## src/rtl/fluid_arb_pkg.sv

```systemverilog
// Shared types and constants for the two-input round-robin merge.
// src_t names the requester a payload came from; GRANT_CNT_W sizes the
// optional per-requester grant counters.
package fluid_arb_pkg;

  typedef enum logic {
    SRC_A = 1'b0,
    SRC_B = 1'b1
  } src_t;

  localparam int GRANT_CNT_W = 16;

  // The requester that is not s; used to turn the round-robin pointer
  // into the winner of a tie.
  function automatic src_t otherSrc(src_t s);
    return (s == SRC_A) ? SRC_B : SRC_A;
  endfunction

endpackage

```

## src/rtl/fflop.sv

```systemverilog
// Fluid flop: a two-entry valid/retry pipeline stage.
// dinRetry depends only on the entry count, so it is a registered signal
// and back-to-back transfers still run at one item per cycle.
// Data slots are not reset; only the occupancy count is.
module fflop #(
  parameter int Size = 8
) (
  input  logic            clk,
  input  logic            reset,
  input  logic            clear,
  input  logic [Size-1:0] din,
  input  logic            dinValid,
  output logic            dinRetry,
  output logic [Size-1:0] q,
  output logic            qValid,
  input  logic            qRetry
);

  logic [Size-1:0] headReg;
  logic [Size-1:0] tailReg;
  logic [1:0]      cntReg;
  logic            push;
  logic            pop;

  assign dinRetry = (cntReg == 2'd2);
  assign qValid   = (cntReg != 2'd0);
  assign q        = headReg;
  assign push     = dinValid && !dinRetry;
  assign pop      = qValid && !qRetry;

  // Occupancy count: +1 on push, -1 on pop; reset and clear empty the stage.
  always_ff @(posedge clk) begin
    if (reset || clear) begin
      cntReg <= 2'd0;
    end else begin
      case (cntReg)
        2'd0:    if (push) cntReg <= 2'd1;
        2'd1:    if (push && !pop) cntReg <= 2'd2;
                 else if (!push && pop) cntReg <= 2'd0;
        2'd2:    if (pop) cntReg <= 2'd1;
        default: cntReg <= 2'd0;
      endcase
    end
  end

  // Data slots: head is always the oldest item, tail the second oldest.
  always_ff @(posedge clk) begin
    case (cntReg)
      2'd0: if (push) headReg <= din;
      2'd1: begin
        if (push && pop) headReg <= din;
        else if (push) tailReg <= din;
      end
      2'd2: if (pop) headReg <= tailReg;
      default: ;
    endcase
  end

endmodule

```

## src/rtl/rr_pick2.sv

```systemverilog
// Combinational two-way round-robin pick. A lone requester always wins;
// on a tie the requester other than lastSrc wins.
module rr_pick2
  import fluid_arb_pkg::*;
(
  input  logic aValid,
  input  logic bValid,
  input  src_t lastSrc,
  output src_t grant,
  output logic grantValid
);

  // Select the winner from the two valids and the round-robin pointer.
  always_comb begin
    grantValid = aValid || bValid;
    grant      = SRC_A;
    if (aValid && bValid) begin
      grant = otherSrc(lastSrc);
    end else if (bValid) begin
      grant = SRC_B;
    end
  end

endmodule

```

## src/rtl/rr_merge2.sv

```systemverilog
// rr_merge2: merges two valid/retry requesters into one valid/retry stream.
// Each requester passes through its own fflop, a combinational round-robin
// pick chooses which head moves into the output fflop, and the output fflop
// carries {source, payload}. Minimum latency is two cycles.
// Optional feature: define RR_MERGE2_GRANT_CNT_EN to add 16-bit wrapping
// per-requester grant counters on ports grantCntA / grantCntB.
module rr_merge2
  import fluid_arb_pkg::*;
#(
  parameter int Size = 8
) (
  input  logic            clk,
  input  logic            reset,
  input  logic [Size-1:0] inp_a,
  input  logic            inp_aValid,
  output logic            inp_aRetry,
  input  logic [Size-1:0] inp_b,
  input  logic            inp_bValid,
  output logic            inp_bRetry,
  output logic [Size-1:0] out,
  output logic            outSrc,
  output logic            outValid,
  input  logic            outRetry
`ifdef RR_MERGE2_GRANT_CNT_EN
  ,
  output logic [GRANT_CNT_W-1:0] grantCntA,
  output logic [GRANT_CNT_W-1:0] grantCntB
`endif
);

  // Input stage signals, index 0 = A, 1 = B.
  logic [Size-1:0] inDin [2];
  logic [1:0]      inDinValid;
  logic [1:0]      inDinRetry;
  logic [Size-1:0] inQ [2];
  logic [1:0]      inQValid;
  logic [1:0]      inQRetry;

  // Output stage signals.
  logic [Size:0]   outDin;
  logic            outDinValid;
  logic            outDinRetry;
  logic [Size:0]   outQ;

  // Arbitration.
  src_t            pickSrc;
  logic            pickValid;
  src_t            selSrc;
  logic            selValid;
  logic [Size-1:0] selData;
  logic            accept;
  src_t            lastSrcReg;
  logic            lockValidReg;
  src_t            lockSrcReg;

  assign inDin[0]      = inp_a;
  assign inDin[1]      = inp_b;
  assign inDinValid[0] = inp_aValid;
  assign inDinValid[1] = inp_bValid;
  assign inp_aRetry    = inDinRetry[0];
  assign inp_bRetry    = inDinRetry[1];

  genvar gi;
  generate
    for (gi = 0; gi < 2; gi++) begin : gInStage
      localparam src_t MySrc = (gi == 0) ? SRC_A : SRC_B;

      fflop #(.Size(Size)) uInFlop (
        .clk      (clk),
        .reset    (reset),
        .clear    (1'b0),
        .din      (inDin[gi]),
        .dinValid (inDinValid[gi]),
        .dinRetry (inDinRetry[gi]),
        .q        (inQ[gi]),
        .qValid   (inQValid[gi]),
        .qRetry   (inQRetry[gi])
      );

      // A losing stage is always held; the winner sees the output stage's retry.
      assign inQRetry[gi] = !(selValid && (selSrc == MySrc)) || outDinRetry;
    end
  endgenerate

  rr_pick2 uPick (
    .aValid     (inQValid[0]),
    .bValid     (inQValid[1]),
    .lastSrc    (lastSrcReg),
    .grant      (pickSrc),
    .grantValid (pickValid)
  );

  // A grant that was retried last cycle stays in force until accepted, so a
  // newly valid requester cannot steal an already presented transfer.
  assign selSrc   = lockValidReg ? lockSrcReg : pickSrc;
  assign selValid = lockValidReg ? ((lockSrcReg == SRC_A) ? inQValid[0] : inQValid[1])
                                 : pickValid;
  assign selData  = (selSrc == SRC_B) ? inQ[1] : inQ[0];
  assign accept   = selValid && !outDinRetry;

  assign outDin      = {selSrc, selData};
  assign outDinValid = selValid;

  fflop #(.Size(Size + 1)) uOutFlop (
    .clk      (clk),
    .reset    (reset),
    .clear    (1'b0),
    .din      (outDin),
    .dinValid (outDinValid),
    .dinRetry (outDinRetry),
    .q        (outQ),
    .qValid   (outValid),
    .qRetry   (outRetry)
  );

  assign out    = outQ[Size-1:0];
  assign outSrc = outQ[Size];

  // Round-robin pointer moves only when the output stage takes the grant;
  // resetting it to B makes A win the first tie.
  always_ff @(posedge clk) begin
    if (reset) begin
      lastSrcReg <= SRC_B;
    end else if (accept) begin
      lastSrcReg <= selSrc;
    end
  end

  // Remember a presented-but-retried grant for the following cycle.
  always_ff @(posedge clk) begin
    if (reset) begin
      lockValidReg <= 1'b0;
      lockSrcReg   <= SRC_A;
    end else begin
      lockValidReg <= selValid && outDinRetry;
      lockSrcReg   <= selSrc;
    end
  end

`ifdef RR_MERGE2_GRANT_CNT_EN
  logic [GRANT_CNT_W-1:0] grantCntAReg;
  logic [GRANT_CNT_W-1:0] grantCntBReg;

  // Count accepted grants per source; natural wrap at the counter width.
  always_ff @(posedge clk) begin
    if (reset) begin
      grantCntAReg <= '0;
      grantCntBReg <= '0;
    end else if (accept) begin
      if (selSrc == SRC_A) grantCntAReg <= grantCntAReg + 1'b1;
      else                 grantCntBReg <= grantCntBReg + 1'b1;
    end
  end

  assign grantCntA = grantCntAReg;
  assign grantCntB = grantCntBReg;
`else
  // Grant counters are not built in this configuration.
`endif

endmodule

```

## config.mk

```make
export PLATFORM = sky130hd
export DESIGN_NAME = rr_merge2
export DESIGN_NICKNAME = d
export VERILOG_FILES = /design/src/rtl/fluid_arb_pkg.sv /design/src/rtl/fflop.sv /design/src/rtl/rr_pick2.sv /design/src/rtl/rr_merge2.sv
export SDC_FILE = /design/constraint.sdc
export NUM_CORES = 1
export LEC_CHECK = 0
export CORE_MARGIN = 2
export CORE_UTILIZATION = 46
export DETAILED_ROUTE_END_ITERATION = 16
export PLACE_DENSITY_LB_ADDON = 0.3
export SLEW_MARGIN = 25
export SYNTH_ARGS = -nofsm -noshare
export SYNTH_HDL_FRONTEND = slang
export SYNTH_SLANG_ARGS = --single-unit
export TNS_END_PERCENT = 50
```

## constraint.sdc

```tcl
create_clock -name clk -period 2 [get_ports clk]
set_input_delay 0.3 -clock clk [delete_from_list [all_inputs] [get_ports clk]]
set_output_delay 0.3 -clock clk [all_outputs]
set_load 0.1 [all_outputs]
```

==> impl_results.md <==
* Outcome: complete, no violations
* Measured slew at the worst slew-check pin at 524 ps
* CP Max Fanout at 8
* Achievable frequency at 533 MHz
* Final Worst Setup Slack at 123 ps
* Fraction of registers with async set or reset after synthesis at 0%
* Initial DRT Pass Iterations at 5
* Initial antenna violation count at 0
* P_sw at between 1000 and 1500 uW
* H-tree depth at 3
* Clk slew on worst S/H paths at 70 ps
* Largest net degree at the start of global routing at 12
* Post-synthesis net count at 179
* Max Cap Viol at 0
* I/O pin cnt at 33
* Final hold slack at 545 ps
* Origin of the worst setup path: gInStage[0].uInFlop.cntReg[0]$_SDFFE_PP0P_
* Int Power at between 2000 and 3000 uW
* Setup WS pre-CTS at 53.9 ps
* DIE HEIGHT at 77.9 um
* Slew Limit Headroom at 65.0%
* Post-layout util at 61.6%
* Syn Inst Count at roughly 160
* Synth unique cells at 41
* Total setup buffers inserted after CTS at 0
* Mapped Area at roughly 2500 um^2
* Worst Setup Start Kind: flip-flop
* Hold_sp: inp_a[5]
* Crit Reg-Reg Startpoint: gInStage[0].uInFlop.cntReg[0]$_SDFFE_PP0P_
* P&R area growth vs syn at 26.9%
* Hold_buf cts at 0
* # DRC at 0
* Sequential fraction of design power at 40.7%
* Arr. time, crit path at 1910 ps
* Setup total negative slack at 0 ps
* Crit Path Category: reg -> reg
* Post-route clock period utilization at 93.9%
* Starting DRT DRC Count at 90
* Clk buf depth at 2
* Fin nets at 223
* RSZ-0062 raised after global routing: false
* Sw Ratio at between 30% and 40%
* Final ANT Viol Nets at 0
* Warnings, synthesis at 0
* Die Wd at between 70 and 80 um
* First-pass GRT wire length at 7360 um
* Final Setup Violations at 0
* TritonCTS clock tree: yes
* Global route total overflow at 0
* Register area share after synthesis at 67.0%
* Routed len/inst at 16.0 um
* Most used DFF post-synth: edfxtp_1
* CP required at ~2000 ps
* Number of synthesized register bits at 59
* # port buffers at 32
* Share of cells above drive strength 1 at 37.7%
* Pwr Total at 4090 uW
* GPL Wtd Cong at 0.903
* Final hold viol count at 0
* Worst Setup End Kind: flip-flop
* Vias per cell at between 5 and 6
* Period minus WS final at 1880 ps
* Clock latency at the later pin of the worst-skew pair at 330 ps
* HPWL after DPL at 3140 um
* Clk sinks at 59
* Initial Util at between 40 and 50%
* Max Slew Vio Count at 0
* Maximum VDD drop at approximately 670 uV
* Clk network pwr share at 28.0%
* Skew final at 7.91 ps
* Total CTS buffers at 9
* All-layer global routing usage at between 10% and 20%
* Die Footprint at 6060 um^2
* Vias in the first global route at around 1500
* Worst Hold Class: in -> reg
* Std-Cell Rows at 26
* PwrDens at between 1000 and 1500 nW/um^2
* Syn Area/Cell at 15.9 um^2
* Core area at 5170 um^2
* Leak pwr at 0.00114 uW
* Root cell of the clock tree: clkbuf_8
* Combinational power share at 31.3%
* Post-Route WL at 4440 um
* Vias post-DR at roughly 1500
* Antenna Cells at 0
* Post-synth EDFFs at 50
sequential cells by signal, indices dropped and copies added, names as in the netlist:
name                      cells
gInStage.uInFlop.q           16
gInStage.uInFlop.tailReg     16
uOutFlop.q                    9
uOutFlop.tailReg              9
gInStage.uInFlop.cntReg       4
uOutFlop.cntReg               2
lastSrcReg                    1
lockSrcReg                    1
lockValidReg                  1
metal layers:
| metal | track usage, % | share of wire, % | vias up |
|---|---|---|---|
| li1 | - | - | 696 |
| met1 | 20.6 | 44 | 708 |
| met2 | 25.2 | 49 | 56 |
| met3 | 3.84 | 5.2 | 8 |
| met4 | 10.7 | 2.3 | 0 |
| met5 | 0 | 0 | - |
area by class of cell:
| type | instances | area (um^2) |
|---|---|---|
| clock buffer | 10 | 128 |
| clock inverter | 6 | 80.1 |
| fill | 370 | 1990 |
| inverter | 1 | 3.75 |
| multi-input combinational | 90 | 796 |
| sequential | 59 | 1680 |
| tap | 70 | 87.6 |
| timing repair buffer | 41 | 408 |
synthesized netlist by cell type, types with 2 or more instances:
master	instances	area share (%)
edfxtp_1	50	60
and2b_1	2	0.60
nor3_1	3	0.60
nor2b_1	5	1.2
nor2_1	6	0.90
nor3b_1	2	0.60
mux2i_1	2	0.80
buf_2	4	0.80
mux2_2	25	11
a21oi_1	5	1.0
mux2_4	7	4.2
nand2_1	8	1.2
and3_1	2	0.50
a31oi_1	2	0.50
dfxtp_1	9	7.2
power by group through the flow:
stage                     combinational (uW)  clock (uW)  sequential (uW)
final                                   1280        1150             1670
after detailed placement                1270           0             1690
after CTS                               1270        1160             1670
after global placement                  1240           0             1690
after floorplan                          512           0             2110
after global routing                    1340        1210             1680
timing repair:
action                                  CTS  global route
endpoints found under the setup margin    0            16
hold endpoints to repair                  0             0
gates resized for setup                   0             6
kinds of logic (layout without fill, tap and decap cells):
group,Yosys count,in the layout,synth area share [%]
buffers and inverters,9,58,1.99
AND/OR/NAND/NOR,35,35,7.83
flip-flops,59,59,67.0
AO/OA/AOI/OAI,21,21,6.93
multiplexers,34,34,16.2
metrics by stage:
step / cell area, um^2 / std cells
after floorplan: 2510 / 158
after global placement: 2960 / 261
after detailed placement: 2960 / 261
after CTS: 3170 / 277
after global routing: 3180 / 277
final: 3180 / 277
layout by cell type (no fill, tap or decap), types with 2 or more instances in the layout:
| master | count |
|---|---|
| clkbuf_8 | 9 |
| nand2_2 | 2 |
| nor2_1 | 6 |
| and3_2 | 2 |
| mux2_2 | 25 |
| edfxtp_1 | 50 |
| and2b_1 | 2 |
| a31oi_1 | 2 |
| clkdlybuf4s50_1 | 20 |
| mux2_4 | 7 |
| nand2_1 | 6 |
| clkinv_1 | 2 |
| nor3_1 | 3 |
| mux2i_1 | 2 |
| bufinv_16 | 2 |
| nor3b_1 | 2 |
| nor2b_1 | 5 |
| buf_12 | 4 |
| buf_4 | 17 |
| dfxtp_1 | 9 |
| a21oi_1 | 4 |
final timing paths:
check,endpoint,slack [ps],cells after the start
worst min register to register,uOutFlop.q[7]$_DFFE_PP_,540,1
worst max-delay path,gInStage[1].uInFlop.tailReg[0]$_DFFE_PP_,120,5
worst min-delay path,gInStage[0].uInFlop.tailReg[5]$_DFFE_PP_,540,1
worst max register to register,gInStage[1].uInFlop.tailReg[0]$_DFFE_PP_,120,5
worst max-delay path, cell delays in order (launching register included):
cell       delay [ps]
dfxtp_1           380
buf_4             160
a2bb2oi_1         310
o311ai_2          260
nand3_1           160
and3_2            300
No activity file was read; power rests on OpenSTA's default activity.
